===== src/rtl/mem_arbiter_pkg.sv =====
// Shared types and default widths for the ram arbiter and its round-robin picker.
package mem_arbiter_pkg;

  typedef enum logic [1:0] {
    ARB_IDLE,
    ARB_ACCESS,
    ARB_CAPTURE
  } arb_state_t;

  localparam int ARB_MAX_REQ   = 4;
  localparam int ARB_IW        = $clog2(ARB_MAX_REQ);
  localparam int ARB_DWIDTH    = 32;
  localparam int ARB_CPUAWIDTH = 32;
  localparam int ARB_AWIDTH    = 10;

endpackage


===== src/rtl/mem_arbiter_rr_pick.sv =====
// Combinational winner select: a requesting lock owner wins outright, otherwise
// the first requester after the round-robin pointer, wrapping at NREQ.
module mem_arbiter_rr_pick
  import mem_arbiter_pkg::*;
#(
  parameter int NREQ = 2
) (
  input  logic [NREQ-1:0]   req,
  input  logic [ARB_IW-1:0] ptr,
  input  logic [ARB_IW-1:0] owner,
  input  logic              owner_vld,
  output logic              found,
  output logic [NREQ-1:0]   win_oh,
  output logic [ARB_IW-1:0] win_idx
);

  logic [ARB_MAX_REQ-1:0] req_x;
  logic [ARB_IW:0]        cand;

  always_comb begin
    req_x   = ARB_MAX_REQ'(req);
    found   = 1'b0;
    win_idx = '0;
    cand    = '0;
    if (owner_vld && req_x[owner]) begin
      found   = 1'b1;
      win_idx = owner;
    end
    // k = 1..NREQ visits every requester once, starting just after ptr
    for (int k = 1; k <= ARB_MAX_REQ; k++) begin
      cand = {1'b0, ptr} + (ARB_IW+1)'(k);
      if (cand >= (ARB_IW+1)'(NREQ)) cand = cand - (ARB_IW+1)'(NREQ);
      if (!found && (k <= NREQ) && req_x[cand[ARB_IW-1:0]]) begin
        found   = 1'b1;
        win_idx = cand[ARB_IW-1:0];
      end
    end
    for (int i = 0; i < NREQ; i++) begin
      win_oh[i] = found && (win_idx == ARB_IW'(i));
    end
  end

endmodule


===== src/rtl/mem_arbiter.sv =====
// Round-robin arbiter with burst lock sharing a 1-cycle-latency single-port ram;
// converts byte to word addresses and rejects misaligned/out-of-range accesses.
//
//   state       | meaning
//   ARB_IDLE    | sample req, grant winner, register ram command
//   ARB_ACCESS  | ram enable high; writes/rejects finish next cycle
//   ARB_CAPTURE | read data returning from ram, captured into rdata
module mem_arbiter
  import mem_arbiter_pkg::*;
#(
  parameter int NREQ      = 2,
  parameter int DWIDTH    = ARB_DWIDTH,
  parameter int CPUAWIDTH = ARB_CPUAWIDTH,
  parameter int AWIDTH    = ARB_AWIDTH
) (
  input  logic                      clk,
  input  logic                      reset,
  input  logic [NREQ-1:0]           req,
  input  logic [NREQ-1:0]           we,
  input  logic [NREQ-1:0]           lock,
  input  logic [NREQ*CPUAWIDTH-1:0] addr,
  input  logic [NREQ*DWIDTH-1:0]    wdata,
  output logic [NREQ-1:0]           gnt,
  output logic [NREQ-1:0]           done,
  output logic                      err,
  output logic [DWIDTH-1:0]         rdata,
  output logic [AWIDTH-1:0]         ram_addr,
  output logic                      ram_rdEn,
  output logic                      ram_wrEn,
  output logic [DWIDTH-1:0]         ram_wdata,
  input  logic [DWIDTH-1:0]         ram_rdata
);

  arb_state_t          state_q, state_d;
  logic [NREQ-1:0]     gnt_q, gnt_d, done_q, done_d;
  logic                err_q, err_d;
  logic [DWIDTH-1:0]   rdata_q, rdata_d, ram_wdata_q, ram_wdata_d;
  logic [AWIDTH-1:0]   ram_addr_q, ram_addr_d;
  logic                ram_rd_q, ram_rd_d, ram_wr_q, ram_wr_d;
  logic [ARB_IW-1:0]   ptr_q, ptr_d, owner_q, owner_d, w_q, w_d;
  logic                owner_vld_q, owner_vld_d;

  logic [ARB_MAX_REQ-1:0] req_x, we_x, lock_x;
  logic [ARB_IW-1:0]      owner_eff, win_idx;
  logic                   owner_eff_vld, found, reject;
  logic [NREQ-1:0]        win_oh, w_oh;
  logic [CPUAWIDTH-1:0]   addr_w;
  logic [DWIDTH-1:0]      wdata_w;

  // A completion with lock high hands ownership to the finisher in time for the
  // arbitration happening in that same done cycle.
  always_comb begin
    req_x         = ARB_MAX_REQ'(req);
    we_x          = ARB_MAX_REQ'(we);
    lock_x        = ARB_MAX_REQ'(lock);
    owner_eff     = owner_q;
    owner_eff_vld = owner_vld_q;
    if (|done_q) begin
      owner_eff     = w_q;
      owner_eff_vld = lock_x[w_q];
    end
  end

  mem_arbiter_rr_pick #(.NREQ(NREQ)) u_rr_pick (
    .req       (req),
    .ptr       (ptr_q),
    .owner     (owner_eff),
    .owner_vld (owner_eff_vld),
    .found     (found),
    .win_oh    (win_oh),
    .win_idx   (win_idx)
  );

  always_comb begin
    addr_w  = '0;
    wdata_w = '0;
    for (int i = 0; i < NREQ; i++) begin
      w_oh[i] = (w_q == ARB_IW'(i));
      if (win_idx == ARB_IW'(i)) begin
        addr_w  = addr[i*CPUAWIDTH +: CPUAWIDTH];
        wdata_w = wdata[i*DWIDTH +: DWIDTH];
      end
    end
    reject = (|addr_w[1:0]) || (|addr_w[CPUAWIDTH-1:AWIDTH+2]);
  end

  always_comb begin
    state_d     = state_q;
    gnt_d       = '0;
    done_d      = '0;
    err_d       = 1'b0;
    rdata_d     = rdata_q;
    ram_addr_d  = ram_addr_q;
    ram_wdata_d = ram_wdata_q;
    ram_rd_d    = 1'b0;
    ram_wr_d    = 1'b0;
    ptr_d       = ptr_q;
    owner_d     = owner_q;
    owner_vld_d = owner_vld_q;
    w_d         = w_q;
    case (state_q)
      ARB_IDLE: begin
        owner_d     = owner_eff;
        owner_vld_d = owner_eff_vld && req_x[owner_eff];
        if (found) begin
          gnt_d       = win_oh;
          w_d         = win_idx;
          ptr_d       = win_idx;
          ram_addr_d  = addr_w[AWIDTH+1:2];
          ram_wdata_d = wdata_w;
          ram_rd_d    = !reject && !we_x[win_idx];
          ram_wr_d    = !reject && we_x[win_idx];
          state_d     = ARB_ACCESS;
        end
      end
      ARB_ACCESS: begin
        if (ram_rd_q) begin
          state_d = ARB_CAPTURE;
        end else begin
          // neither enable set means the access was rejected at grant time
          state_d = ARB_IDLE;
          done_d  = w_oh;
          err_d   = !ram_wr_q;
          if (!ram_wr_q) rdata_d = '0;
        end
      end
      ARB_CAPTURE: begin
        rdata_d = ram_rdata;
        done_d  = w_oh;
        state_d = ARB_IDLE;
      end
      default: state_d = ARB_IDLE;
    endcase
  end

  always_ff @(posedge clk) begin
    if (reset) begin
      state_q     <= ARB_IDLE;
      gnt_q       <= '0;
      done_q      <= '0;
      err_q       <= 1'b0;
      rdata_q     <= '0;
      ram_addr_q  <= '0;
      ram_wdata_q <= '0;
      ram_rd_q    <= 1'b0;
      ram_wr_q    <= 1'b0;
      ptr_q       <= ARB_IW'(NREQ-1);
      owner_q     <= '0;
      owner_vld_q <= 1'b0;
      w_q         <= '0;
    end else begin
      state_q     <= state_d;
      gnt_q       <= gnt_d;
      done_q      <= done_d;
      err_q       <= err_d;
      rdata_q     <= rdata_d;
      ram_addr_q  <= ram_addr_d;
      ram_wdata_q <= ram_wdata_d;
      ram_rd_q    <= ram_rd_d;
      ram_wr_q    <= ram_wr_d;
      ptr_q       <= ptr_d;
      owner_q     <= owner_d;
      owner_vld_q <= owner_vld_d;
      w_q         <= w_d;
    end
  end

  assign gnt       = gnt_q;
  assign done      = done_q;
  assign err       = err_q;
  assign rdata     = rdata_q;
  assign ram_addr  = ram_addr_q;
  assign ram_wdata = ram_wdata_q;
  assign ram_rdEn  = ram_rd_q;
  assign ram_wrEn  = ram_wr_q;

endmodule

===== config.mk =====
export PLATFORM = sky130hd
export DESIGN_NAME = mem_arbiter
export DESIGN_NICKNAME = d
export VERILOG_FILES = /design/src/rtl/mem_arbiter_pkg.sv /design/src/rtl/mem_arbiter_rr_pick.sv /design/src/rtl/mem_arbiter.sv
export SDC_FILE = /design/constraint.sdc
export NUM_CORES = 1
export LEC_CHECK = 0
export CORE_MARGIN = 2
export CORE_UTILIZATION = 25
export DETAILED_ROUTE_END_ITERATION = 10
export GPL_TIMING_DRIVEN = 0
export PLACE_DENSITY = 0.61
export SLEW_MARGIN = 20
export SYNTH_ARGS = -nofsm -noshare
export SYNTH_HDL_FRONTEND = slang
export SYNTH_SLANG_ARGS = --single-unit

===== constraint.sdc =====
create_clock -name clk -period 2.7 [get_ports clk]
set_input_delay 0.54 -clock clk [delete_from_list [all_inputs] [get_ports clk]]
set_output_delay 0.54 -clock clk [all_outputs]
set_load 0.01 [all_outputs]

# Yosys cells after proc, flatten, opt, wreduce, memory -nomap -nowiden
# Cells that the tools add are included.
# totals
reg_bits	90
# op_classes
n_addsub	4
order_cmp	7
reduce_logical	24
bitwise	3
eq_ne	7
n_mux	32
# op_table
operator	count
2-to-1 mux 32 bit	6
case mux 32 bit (2 select lines)	1
OR reduction 20 bit	1
2-to-1 mux 2 bit	9
< comparator 2 x 3 -> 1 bit (second input constant)	5
binary-select mux 1 bit (select 2 bit)	5
2-to-1 mux 1 bit	9
case mux 2 bit (2 select lines)	2
logical AND 1 bit	7
== test 2 x 1 -> 1 bit (second input constant)	3
>= comparator 3 x 2 -> 1 bit (second input constant)	2
zero test 2 bit	3
inequality test 2 bit (second input constant)	3
OR reduction 3 bit	2
zero test 1 bit	5
OR reduction 2 bit	2
subtractor 2 bit (second input constant)	2
adder 2 x 1 -> 3 bit (second input constant)	1
adder 2 x 2 -> 3 bit (second input constant)	1
inverter 1 bit	3
AND reduction 3 bit	1
== test 2 bit (second input constant)	1
AND reduction 2 bit	1
nonzero test 2 bit	1
logical OR 1 bit	1

# Longest topological paths before layout
# depth
depth_word	19
ltp_mapped	9
depth_no_buf	6

# Cells and area by module
# A second synthesis with hierarchy kept.
# hier_totals
cells_unflattened	441
hier_area_um2	3958.8
# by_module_without_submodules
module	instances	seq_area_each_um2	area_per_inst_um2	cells_each
mem_arbiter	1	1781.7	3834.9	425
mem_arbiter_rr_pick	1	0.0	123.9	16

# Worst setup path before layout
# No wires, ideal clock.
# synth_path
path_type	register to register
start	register done_q[1], in the netlist done[1]
end	register ram_rd_q, in the netlist ram_rdEn
setup_time_ps	66
setup_slack_ps	553
path_buffers	2
arrival_time_ps	2081
period_less_slack_ps	2147
stages_incl_launch_ff	9
cell_sequence	dfxtp_1 -> or4b_1 -> o31a_2 -> mux2i_1 -> a31o_1 -> buf_2 -> buf_6 -> or3b_2 -> a21oi_2
# synth_via
elab_chain_cells	19
# synth_rtl
item	line	text
start: declaration	mem_arbiter.sv:35	logic [NREQ-1:0] gnt_q, gnt_d, done_q, done_d;
start signal: assignment	mem_arbiter.sv:154	done_q <= done_d;
OR reduction 2 bit (*)	mem_arbiter.sv:58	if (|done_q) begin
2-to-1 mux 2 bit	mem_arbiter.sv:58	
binary-select mux 1 bit (select 2 bit)	mem_arbiter_rr_pick.sv:25	if (owner_vld && req_x[owner]) begin
2-to-1 mux 1 bit (implied by the code)	mem_arbiter_rr_pick.sv:25	
logical AND 1 bit	mem_arbiter_rr_pick.sv:25	
2-to-1 mux 1 bit	mem_arbiter_rr_pick.sv:25	
zero test 1 bit	mem_arbiter_rr_pick.sv:33	if (!found && (k <= NREQ) && req_x[cand[ARB_IW-1:0]]) begin
logical AND 1 bit	mem_arbiter_rr_pick.sv:33	
(+2 left out)	-	
logical AND 1 bit	mem_arbiter_rr_pick.sv:33	
2-to-1 mux 2 bit	mem_arbiter_rr_pick.sv:33	
zero test 2 bit	mem_arbiter.sv:79	if (win_idx == ARB_IW'(i)) begin
2-to-1 mux 32 bit (2 in a row)	mem_arbiter.sv:79	
OR reduction 20 bit / OR reduction 2 bit (equally long branches)	mem_arbiter.sv:84	reject = (|addr_w[1:0]) || (|addr_w[CPUAWIDTH-1:AWIDTH+2]);
logical OR 1 bit	mem_arbiter.sv:84	
zero test 1 bit	mem_arbiter.sv:111	ram_rd_d = !reject && !we_x[win_idx];
logical AND 1 bit	mem_arbiter.sv:111	
end signal: assignment	mem_arbiter.sv:159	ram_rd_q <= ram_rd_d;
end: declaration	mem_arbiter.sv:39	logic ram_rd_q, ram_rd_d, ram_wr_q, ram_wr_d;
# Mark *: on every way between the ends. The rest lies on a longest branch, timed or not. The select of a mux whose other input is x is not followed.
# A chain may end at the register's enable or synchronous reset.

# Final worst setup path
# layout_path
start	input port lock[0]
end	register ram_rd_q, in the netlist ram_rdEn
# layout_via
elab_chain_cells	18
# layout_rtl
item	line	text
start: declaration	mem_arbiter.sv:20	input logic [NREQ-1:0] lock,
binary-select mux 1 bit (select 2 bit) (*)	mem_arbiter.sv:60	owner_eff_vld = lock_x[w_q];
2-to-1 mux 1 bit (implied by the code) (*)	mem_arbiter.sv:60	
2-to-1 mux 1 bit (*)	mem_arbiter.sv:58	
logical AND 1 bit (*)	mem_arbiter_rr_pick.sv:25	
2-to-1 mux 1 bit	mem_arbiter_rr_pick.sv:25	
zero test 1 bit	mem_arbiter_rr_pick.sv:33	
logical AND 1 bit	mem_arbiter_rr_pick.sv:33	
2-to-1 mux 1 bit	mem_arbiter_rr_pick.sv:33	
zero test 1 bit	mem_arbiter_rr_pick.sv:33	
logical AND 1 bit	mem_arbiter_rr_pick.sv:33	
2-to-1 mux 2 bit	mem_arbiter_rr_pick.sv:33	
zero test 2 bit	mem_arbiter.sv:79	
2-to-1 mux 32 bit (2 in a row)	mem_arbiter.sv:79	
OR reduction 20 bit / OR reduction 2 bit (equally long branches)	mem_arbiter.sv:84	
logical OR 1 bit	mem_arbiter.sv:84	
zero test 1 bit	mem_arbiter.sv:111	
logical AND 1 bit	mem_arbiter.sv:111	
# Marks and branches as above.

==> results.rst <==
.. list-table::
   :header-rows: 1

   * - Metric
     - Value
   * - Result of the run
     - finished clean
   * - Largest vdd supply drop
     - 0.277 mV
   * - Post-placement cell count
     - 844
   * - Dominant cell type by count on the critical path
     - mux2i_1
   * - Unrepaired setup endpoints after global routing
     - no
   * - Number of core rows
     - 46
   * - Most area-hungry cell type in the Yosys netlist
     - dfxtp_1
   * - Clock Latency Late Sink
     - about 0.34 ns
   * - Post-synth top area share
     - 0.448
   * - Crit share post-route
     - 0.885
   * - Iteration count of the initial detailed-routing pass
     - 4
   * - Max Buffers Root-to-Sink
     - 2
   * - Post-route cell area
     - 7020 sq um
   * - Pwr per Cell Area
     - 497 nW/um^2
   * - Synth Net Count
     - ~550
   * - Number of flip-flops and latches in the synthesized netlist
     - 89
   * - Hold buffers post-CTS
     - 0
   * - Largest fanout on the critical path
     - 10
   * - Area of all sequential standard cells
     - 1780 sq um
   * - Slowest cell on the critical path
     - clkdlybuf4s50_1
   * - Total setup violations reported at the end of the flow
     - 0
   * - Flop-to-flop setup slack
     - around 0.36 ns
   * - H-tree Lvls
     - 3
   * - Chip Width
     - 130 microns
   * - Area of placed instances
     - 6720 sq um
   * - Largest net degree at the start of global routing
     - 17
   * - Minimum clock period after layout
     - roughly 2.4 ns
   * - Core region area
     - 15700 sq um
   * - Number of antenna violations at the first check in global routing
     - 0
   * - Relative max-transition margin
     - 0.685
   * - Number of cells in the finished layout apart from fillers
     - 860
   * - Per-instance average area after synthesis
     - 10.4 sq um
   * - Leakage
     - 2.48 nW
   * - Commonest cells after routing, fill and taps aside
     - 247 x clkdlybuf4s50_1, 89 x dfxtp_1, 47 x mux2i_1
   * - Number of top-level design ports
     - roughly 250
   * - Clock tree skew after final layout
     - 0.00916 ns
   * - Final Slew Violations
     - 0
   * - Max-cap check violation count
     - 0
   * - Number of clock sinks seen by CTS
     - 89
   * - Number of vias in the routed layout
     - 3861
   * - Wire length of the first global-routing pass
     - 19900 microns
   * - Met1 demand-to-capacity share in global routing
     - 0.170
   * - Data required time at the worst endpoint
     - about 3 ns
   * - Slew of the pin with the lowest slew margin
     - 0.472 ns
   * - Cells on Worst Hold Path
     - 2
   * - Global route overflow
     - 0
   * - Combined area of all synthesized cells
     - 3970 sq um
   * - Nature of the critical path endpoint
     - flop
   * - Class of the tightest hold or removal check
     - reg -> reg
   * - Peak Freq
     - 418 MHz
   * - Vias per cell
     - roughly 4.5
   * - Crit start category
     - input port
   * - Total DRC errors in the routed layout
     - 0
   * - Routability congestion estimate from global placement
     - 0.809
   * - Detail Route Antenna Nets
     - 0
   * - Routing usage on met3
     - 0.0652
   * - Area growth from synthesis to layout
     - 76.6%
   * - Master cell of the clock root buffer
     - clkbuf_16
   * - Most frequent standard cell in the layout excluding fill and tap cells
     - clkdlybuf4s50_1
   * - Post-layout nets
     - roughly 800
   * - Count of buffers inserted at the top-level ports
     - 247
   * - Via count of the first global-routing pass
     - a little under 4000
   * - Share of cells above drive strength 1
     - 0.118
   * - Mean routed wirelength per cell
     - 15.0 microns
   * - Count of antenna diodes in the layout
     - 0
   * - Overall die area
     - approximately 17000 sq um
   * - Overall die height
     - 130 microns
   * - Routed WL
     - 12900 microns
   * - GRT Resource Usage Total
     - 0.152
   * - Post-synthesis cell type count
     - 37
   * - Area occupied by multi-input gates
     - 1960 sq um
   * - Number of warnings reported in the yosys synthesis log
     - 0
   * - Number of CTS-inserted buffers
     - 9
   * - Sequential fraction of the synthesis area
     - 0.448
   * - Post-CTS Setup Bufs
     - 0
   * - Clock tree from TritonCTS
     - built
   * - Delay of the slowest cell on the worst path
     - 0.46 ns
   * - Top area cells in the synthesized netlist
     - dfxtp_1 45%, o2bb2ai_2 14%, mux2i_1 12%, a21oi_1 4.4%, nand3_1 4.4%
   * - Number of cell instances on the worst register-to-register path
     - 8
   * - GRT busiest layer
     - met2
   * - Number of filler instances in the final layout
     - 1482
   * - Arrival time reported for the critical path endpoint
     - approximately 2.7 ns
   * - Effective utilization at floorplan
     - 0.253
   * - M2 GR Usage
     - 0.262
   * - Clock-pin slew of the registers on the worst-case setup and hold paths
     - about 0.070 ns
   * - Final hold vios
     - 0
   * - CP Cell Sequence
     - clkdlybuf4s50_1, mux2i_1, o31a_2, mux2i_1, a31o_1, buf_2, buf_6, or3b_2, a21oi_2
   * - Cell count after synthesis
     - between 300 and 400
   * - Quantity of gates resized following cts
     - 0
   * - Type of the worst setup path
     - in -> reg
   * - Starting DRT DRC Count
     - between 100 and 150
   * - HPWL reported at the end of detailed placement
     - 10300 microns
==> kinds of logic (layout without fill, tap and decap cells) <==
group                      count (synthesis)  after routing  synth area share
and+or+nand+nor                          113            113             0.138
AOI/OAI and AO/OA                         90             90             0.220
DFF                                       89             89             0.448
muxes                                     48             48             0.121
buffers and inverters                     37            300            0.0595
adders and majority gates                  4              4            0.0126
==> worst paths after layout <==
check	startpoint	endpoint
setup / recovery	lock[0]	ram_rdEn
hold / removal	rdata[21]	rdata[21]
setup reg to reg	done[1]	ram_rdEn
hold reg to reg	rdata[21]	rdata[21]
==> report_power, final <==
| part | switching, mW | total [mW] | internal (mW) |
|---|---|---|---|
| Sequential | 0.0549 | 1.44 | 1.39 |
| Combinational | 0.312 | 0.783 | 0.471 |
| Clock | 0.543 | 1.27 | 0.723 |
| Total | 0.910 | 3.49 | 2.58 |
==> area by class of cell <==
cell class | instances | area share
repair buffers | 247 | 0.352
plain buffers | 31 | 0.0305
multi-input cells | 255 | 0.279
flip-flops and latches | 89 | 0.254
clock inverters | 7 | 0.0111
clock buffers | 9 | 0.0321
inverters | 6 | 0.00321
well taps | 216 | 0.0385
==> flip-flops by register name, indices dropped and copies added, names as in the netlist <==
register     count
rdata           32
done             2
ram_rdEn         1
err              1
owner_q          2
ram_wrEn         1
ptr_q            2
ram_wdata       32
owner_vld_q      1
state_q          2
gnt              2
ram_addr        10
w_q              1
==> stage by stage <==
stage | setup WS (ns) | setup TNS [ns] | util | hold slack, ns | power [mW]
floorplan | 0.553 | 0 | - | 0.445 | 1.80
global route | 0.214 | 0 | 0.447 | 0.470 | 3.66
finish | 0.310 | 0 | 0.447 | 0.450 | 3.49
global placement | -0.0664 | -0.161 | 0.427 | 0.437 | 2.25
detailed placement | -0.0790 | -0.371 | 0.427 | 0.444 | 2.26
CTS | 0.291 | 0 | 0.447 | 0.454 | 3.56
==> Yosys cell counts <==
cell type	count
dfxtp_1	89
mux2i_1	47
o2bb2ai_2	37
nand2_1	36
a21oi_1	35
nand3_1	35
clkbuf_1	16
nor2_1	13
nor4_1	10
buf_2	8
inv_1	6
o2bb2ai_1	5
a21oi_2	4
buf_12	4
ha_1	4
nor3_1	4
buf_6	3
o21ai_0	3
nand2b_1	2
nand4_1	2
or4_1	2
a21bo_1	1
a31o_1	1
and2_1	1
mux2_2	1
nand3b_1	1
nor2b_1	1
o21bai_1	1
o22a_1	1
o22ai_1	1
o31a_2	1
or2_1	1
or2_2	1
or3_1	1
or3b_1	1
or3b_2	1
or4b_1	1
==> critical path: cells and delay by family <==
family          cells  cell delay [ns]
mux                 2             0.19
simple gates        1             0.45
buf+inv             3             0.80
compound gates      3             0.69
==> layer usage <==
metal	vias up	routed length, microns
met5	-	0
met4	0	227
met3	15	1170
met2	160	6330
met1	1785	5200
li1	1901	-
(Power assumes the default switching activity.)
==> patch 1, RTL diff (same flow settings) <==
Register the output `err` once more, without a reset; this adds one clock of latency there. The other outputs are not delayed to match.
--- a/src/rtl/mem_arbiter.sv
+++ b/src/rtl/mem_arbiter.sv
@@ -167,7 +167,9 @@
 
   assign gnt       = gnt_q;
   assign done      = done_q;
-  assign err       = err_q;
+  always_ff @(posedge clk) begin
+    err <= err_q;
+  end
   assign rdata     = rdata_q;
   assign ram_addr  = ram_addr_q;
   assign ram_wdata = ram_wdata_q;
Behaviour: not the same (Yosys sat finds a counterexample within 4 cycles, from zero or initial values and one cycle with reset high).
==> patch 1 against the unedited design <==
  * Critical endpoint unchanged
  * Global-route usage is essentially flat
  * Design area grew 0.53%
  * Sequential cell count grew 1
  * Largest cell class unchanged
  * Area after synthesis grew 0.50%
  * Routed wire length grew 0.42%
  * Power grew 3.0%
  * Largest power group unchanged
  * Highest routed layer unchanged
  * Setup slack lost 0.0020 ns
  * Via count grew 0.57%
==> patch 1: results (changes against the unedited design) <==
=========================================================================
Met3 track demand over resource                                    5.945%   -0.57 points
Number of instances in the synthesized netlist                        382   +0.26%
Number of nets at the end of the flow                                 812   +0.12%
Detailed-route vias per instance                                    4.515   +0.57%
Placer congestion estimate                                         0.8483   +4.9%
Violation count after the first detailed-routing iteration             87   -14%
Leading post-synthesis cells by instance count               90 x sky130_fd_sc_hd__dfxtp_1, 47 x sky130_fd_sc_hd__mux2i_1, 37 x sky130_fd_sc_hd__o2bb2ai_2
Cell leakage power                                               2.506 nW   +1.2%
Endpoint of the worst hold-timing path                        err$_DFF_P_
Met2 demand-to-capacity share in global routing                    25.22%   -0.95 points
Number of placed instances with taps included                         845   +0.12%
Overall global routing resource usage                              15.25%   +0.026 points
WHS Path Cells                                                          0   -2
Wire length of the first global-routing pass                 20170 microns   +1.1%
Result of the run                                            complete, no violations
Mean routed wirelength per cell                              15.09 microns   +0.42%
Switching portion of total power                                   23.98%   -2.1 points
Net count after synthesis                                             554   +0.18%
Sequential fraction of the synthesis area                          45.11%   +0.28 points
Pin count of the biggest net entering global routing                   14   -3
Top cells by area, synth                                     sky130_fd_sc_hd__dfxtp_1 45%, sky130_fd_sc_hd__o2bb2ai_2 14%, sky130_fd_sc_hd__mux2i_1 12%
Clock share of power                                                37.6%   +1.3 points
Length of routed met2 wiring                                 6158 microns   -2.7%
Vias in the first global route                                       3964   +1.5%
Slew at the pin closest to its max-slew limit                   0.5399 ns   +0.06750 ns
DPL Wire Length                                              10310 microns   +0.25%
Min-Delay Startpoint                                         err_q$_SDFF_PP0_
M1 WL                                                        5341 microns   +2.7%
Switching pwr                                                   0.8621 mW   -5.2%
Pre-antenna DRT Iters                                                   6   +2
Clock skew after layout                                       0.005072 ns   -0.004088 ns
=========================================================================
## patch 1: cell families after synthesis
family	after synthesis	synth area share (%)
buffers and inverters	37	5.921
AOI/OAI and AO/OA	90	21.93
DFF	90	45.11
adders and majority gates	4	1.253
and+or+nand+nor	113	13.72
muxes	48	12.06
## patch 1: final cells by class
class / count / area, sq um
clock buffer: 13 / 260.3
sequential: 90 / 1802
timing repair buffer: 247 / 2472
inverter: 6 / 22.52
clock inverter: 2 / 60.06
fill: 1487 / 8713
multi-input combinational: 255 / 1956
buffer: 31 / 214.0
tap: 216 / 270.3
## patch 1: through the flow
| step | util (%) | hold slack (ns) |
|---|---|---|
| after floorplan | - | 0.3096 |
| after global placement | 42.72 | 0.3137 |
| after detailed placement | 42.72 | 0.3179 |
| after CTS | 44.75 | 0.3320 |
| after global routing | 44.75 | 0.3457 |
| final | 44.75 | 0.3282 |
==> patch 2, RTL diff (same flow settings) <==
Made on the original files. The package constant `ARB_AWIDTH` goes from 10 to 14.
--- a/src/rtl/mem_arbiter_pkg.sv
+++ b/src/rtl/mem_arbiter_pkg.sv
@@ -11,7 +11,7 @@
   localparam int ARB_IW        = $clog2(ARB_MAX_REQ);
   localparam int ARB_DWIDTH    = 32;
   localparam int ARB_CPUAWIDTH = 32;
-  localparam int ARB_AWIDTH    = 10;
+  localparam int ARB_AWIDTH    = 14;
 
 endpackage
 
Ports: changed (resized ram_addr); port bits go from 249 to 253. The function was not compared with the original's and may differ.
==> patch 2 against the unedited design <==
  * Design area rose by 4.0%
  * Sequential share of layout area up 0.11 points
  * Area after synthesis up 5.7%
  * Power up 5.9%
  * Sequential cell count is 4 higher
  * Clock skew about the same
  * Utilization decreased by 0.48 points
  * Non-clock buffer count rose by 5
  * Routed wire length increased by 6.2%
  * Setup slack better by 0.040 ns
  * Largest power group unchanged
==> patch 2: results (changes against the unedited design) <==
====================================================================================================
Result of the run                                                                       complete, no violations
DPL Wire Length                                                                         10970 microns   +6.6%
Wire length of the first global-routing pass                                            21380 microns   +7.2%
Net count after synthesis                                                                        563   +1.8%
Violation count after the first detailed-routing iteration                                       131   +30%
Buffers on Ports                                                                                 251   +1.6%
Number of H-tree levels                                                                            3   unchanged
Number of nets at the end of the flow                                                            825   +1.7%
Overall global routing resource usage                                                         15.19%   -0.030 points
Vias in the first global route                                                                  4129   +5.7%
Peak supply drop                                                                            264.5 uV   -4.4%
Sequential fraction of the synthesis area                                                     44.31%   -0.52 points
Top cells by area, synth                                                                sky130_fd_sc_hd__dfxtp_1 44%, sky130_fd_sc_hd__o2bb2ai_2 16%, sky130_fd_sc_hd__mux2i_1 12%
Proportion of layout cells with a drive suffix above 1                                        13.22%   +1.4 points
Switching portion of total power                                                              25.36%   -0.69 points
Placer congestion estimate                                                                    0.7976   -1.4%
Path type of the worst min-delay path                                                   register to register
Clock skew after layout                                                                  0.009002 ns   -0.0001573 ns
Fraction of the mapped netlist area in adder cells                                            1.191%   -0.068 points
Number of inserted filler cells in the final layout                                             1519   +2.5%
Final antenna diode count                                                                          0   unchanged
Setup Slack @ Placement                                                                  -0.04497 ns   +0.03406 ns
Total routed wirelength                                                                 13730 microns   +6.2%
Compound-Gate Fraction of Synth Area                                                          23.11%   +1.1 points
Critical Path AT                                                                             2.58 ns   -0.09 ns
Pin count of the biggest net entering global routing                                              16   -1
Family with the most delay on the worst path                                            buffers and inverters
Multiplexer share of the synthesized area                                                     12.66%   +0.53 points
Count of distinct cell types in the synthesized netlist                                           40   +8.1%
Slew at the pin closest to its max-slew limit                                              0.7016 ns   +0.2293 ns
Leading post-synthesis cells by instance count                                          93 x sky130_fd_sc_hd__dfxtp_1, 52 x sky130_fd_sc_hd__mux2i_1, 45 x sky130_fd_sc_hd__o2bb2ai_2
Total via count after detailed routing                                                          3967   +2.7%
Number of antenna violations at the first check in global routing                                  0   unchanged
Clock-pin slew reported for the worst setup and hold paths after clock tree synthesis        0.07 ns   about the same
Proportion of synthesized flip-flops having asynchronous set or reset                             0%   unchanged
Cell leakage power                                                                          2.610 nW   +5.4%
====================================================================================================
[patch 2: cell types whose count changed after synthesis, moves of 2 or more]
cell                        before  now
sky130_fd_sc_hd__buf_2           8    5
sky130_fd_sc_hd__nand4_1         2    0
sky130_fd_sc_hd__o2bb2ai_2      37   45
sky130_fd_sc_hd__o2bb2ai_1       5    0
sky130_fd_sc_hd__buf_4           0    3
sky130_fd_sc_hd__nand3_1        35   37
sky130_fd_sc_hd__mux2i_1        47   52
sky130_fd_sc_hd__nor4_1         10    8
sky130_fd_sc_hd__dfxtp_1        89   93
[patch 2: stage by stage]
stage                     area [sq um]  util [%]  std cells  power, mW  setup TNS, ns
final                             7303     44.20        878      3.700              0
after global routing              7303     44.20        878      3.871              0
after CTS                         7303     44.20        878      3.759              0
after detailed placement          6989     42.30        862      2.396        -0.3330
after global placement            6989     42.30        862      2.385       -0.04138
after floorplan                   4202         -        391      1.907              0
[patch 2: cell families (layout without fill, tap and decap cells)]
group	count (synthesis)	count (layout)
simple gates	110	110
compound gates	93	93
flops	93	93
mux	53	53
buf+inv	38	305
fa+ha+maj	4	4
[patch 2: power by group through the flow]
stage,sequential [mW],clock [mW],combinational [mW]
finish,1.52,1.35,0.838
detailed placement,1.54,0,0.852
global route,1.53,1.45,0.897
CTS,1.52,1.39,0.854
global placement,1.54,0,0.842
floorplan,1.57,0,0.332
[patch 2: worst paths after layout]
check	start	end	slack, ns	cells after the start
max	lock[1]	ram_wdata[23]$_SDFFE_PP0P_	0.35	9
min	rdata[0]$_SDFFE_PP0P_	rdata[0]$_SDFFE_PP0P_	0.45	2
max reg2reg	done[1]$_SDFF_PP0_	ram_wdata[23]$_SDFFE_PP0P_	0.44	8
min reg2reg	rdata[0]$_SDFFE_PP0P_	rdata[0]$_SDFFE_PP0P_	0.45	2
[patch 2: layer usage]
layer | part of all wire [%] | GRT usage [%] | vias to the layer above
met1 | 41 | 17.38 | 1840
li1 | - | - | 1951
met4 | 2.3 | 6.265 | 0
met3 | 5.1 | 3.120 | 24
met2 | 52 | 27.49 | 152
met5 | 0 | 0 | -
[patch 2: final cells by class]
type                            count  area (sq um)  area share (%)
Buffer                             32         232.7           3.187
Clock buffer                        9         225.2           3.084
Clock inverter                      7         88.84           1.216
Inverter                            6         22.52          0.3084
Multi-Input combinational cell    260          2085           28.54
Sequential cell                    93          1862           25.49
Tap cell                          220         275.3           3.769
Timing Repair Buffer              251          2512           34.40
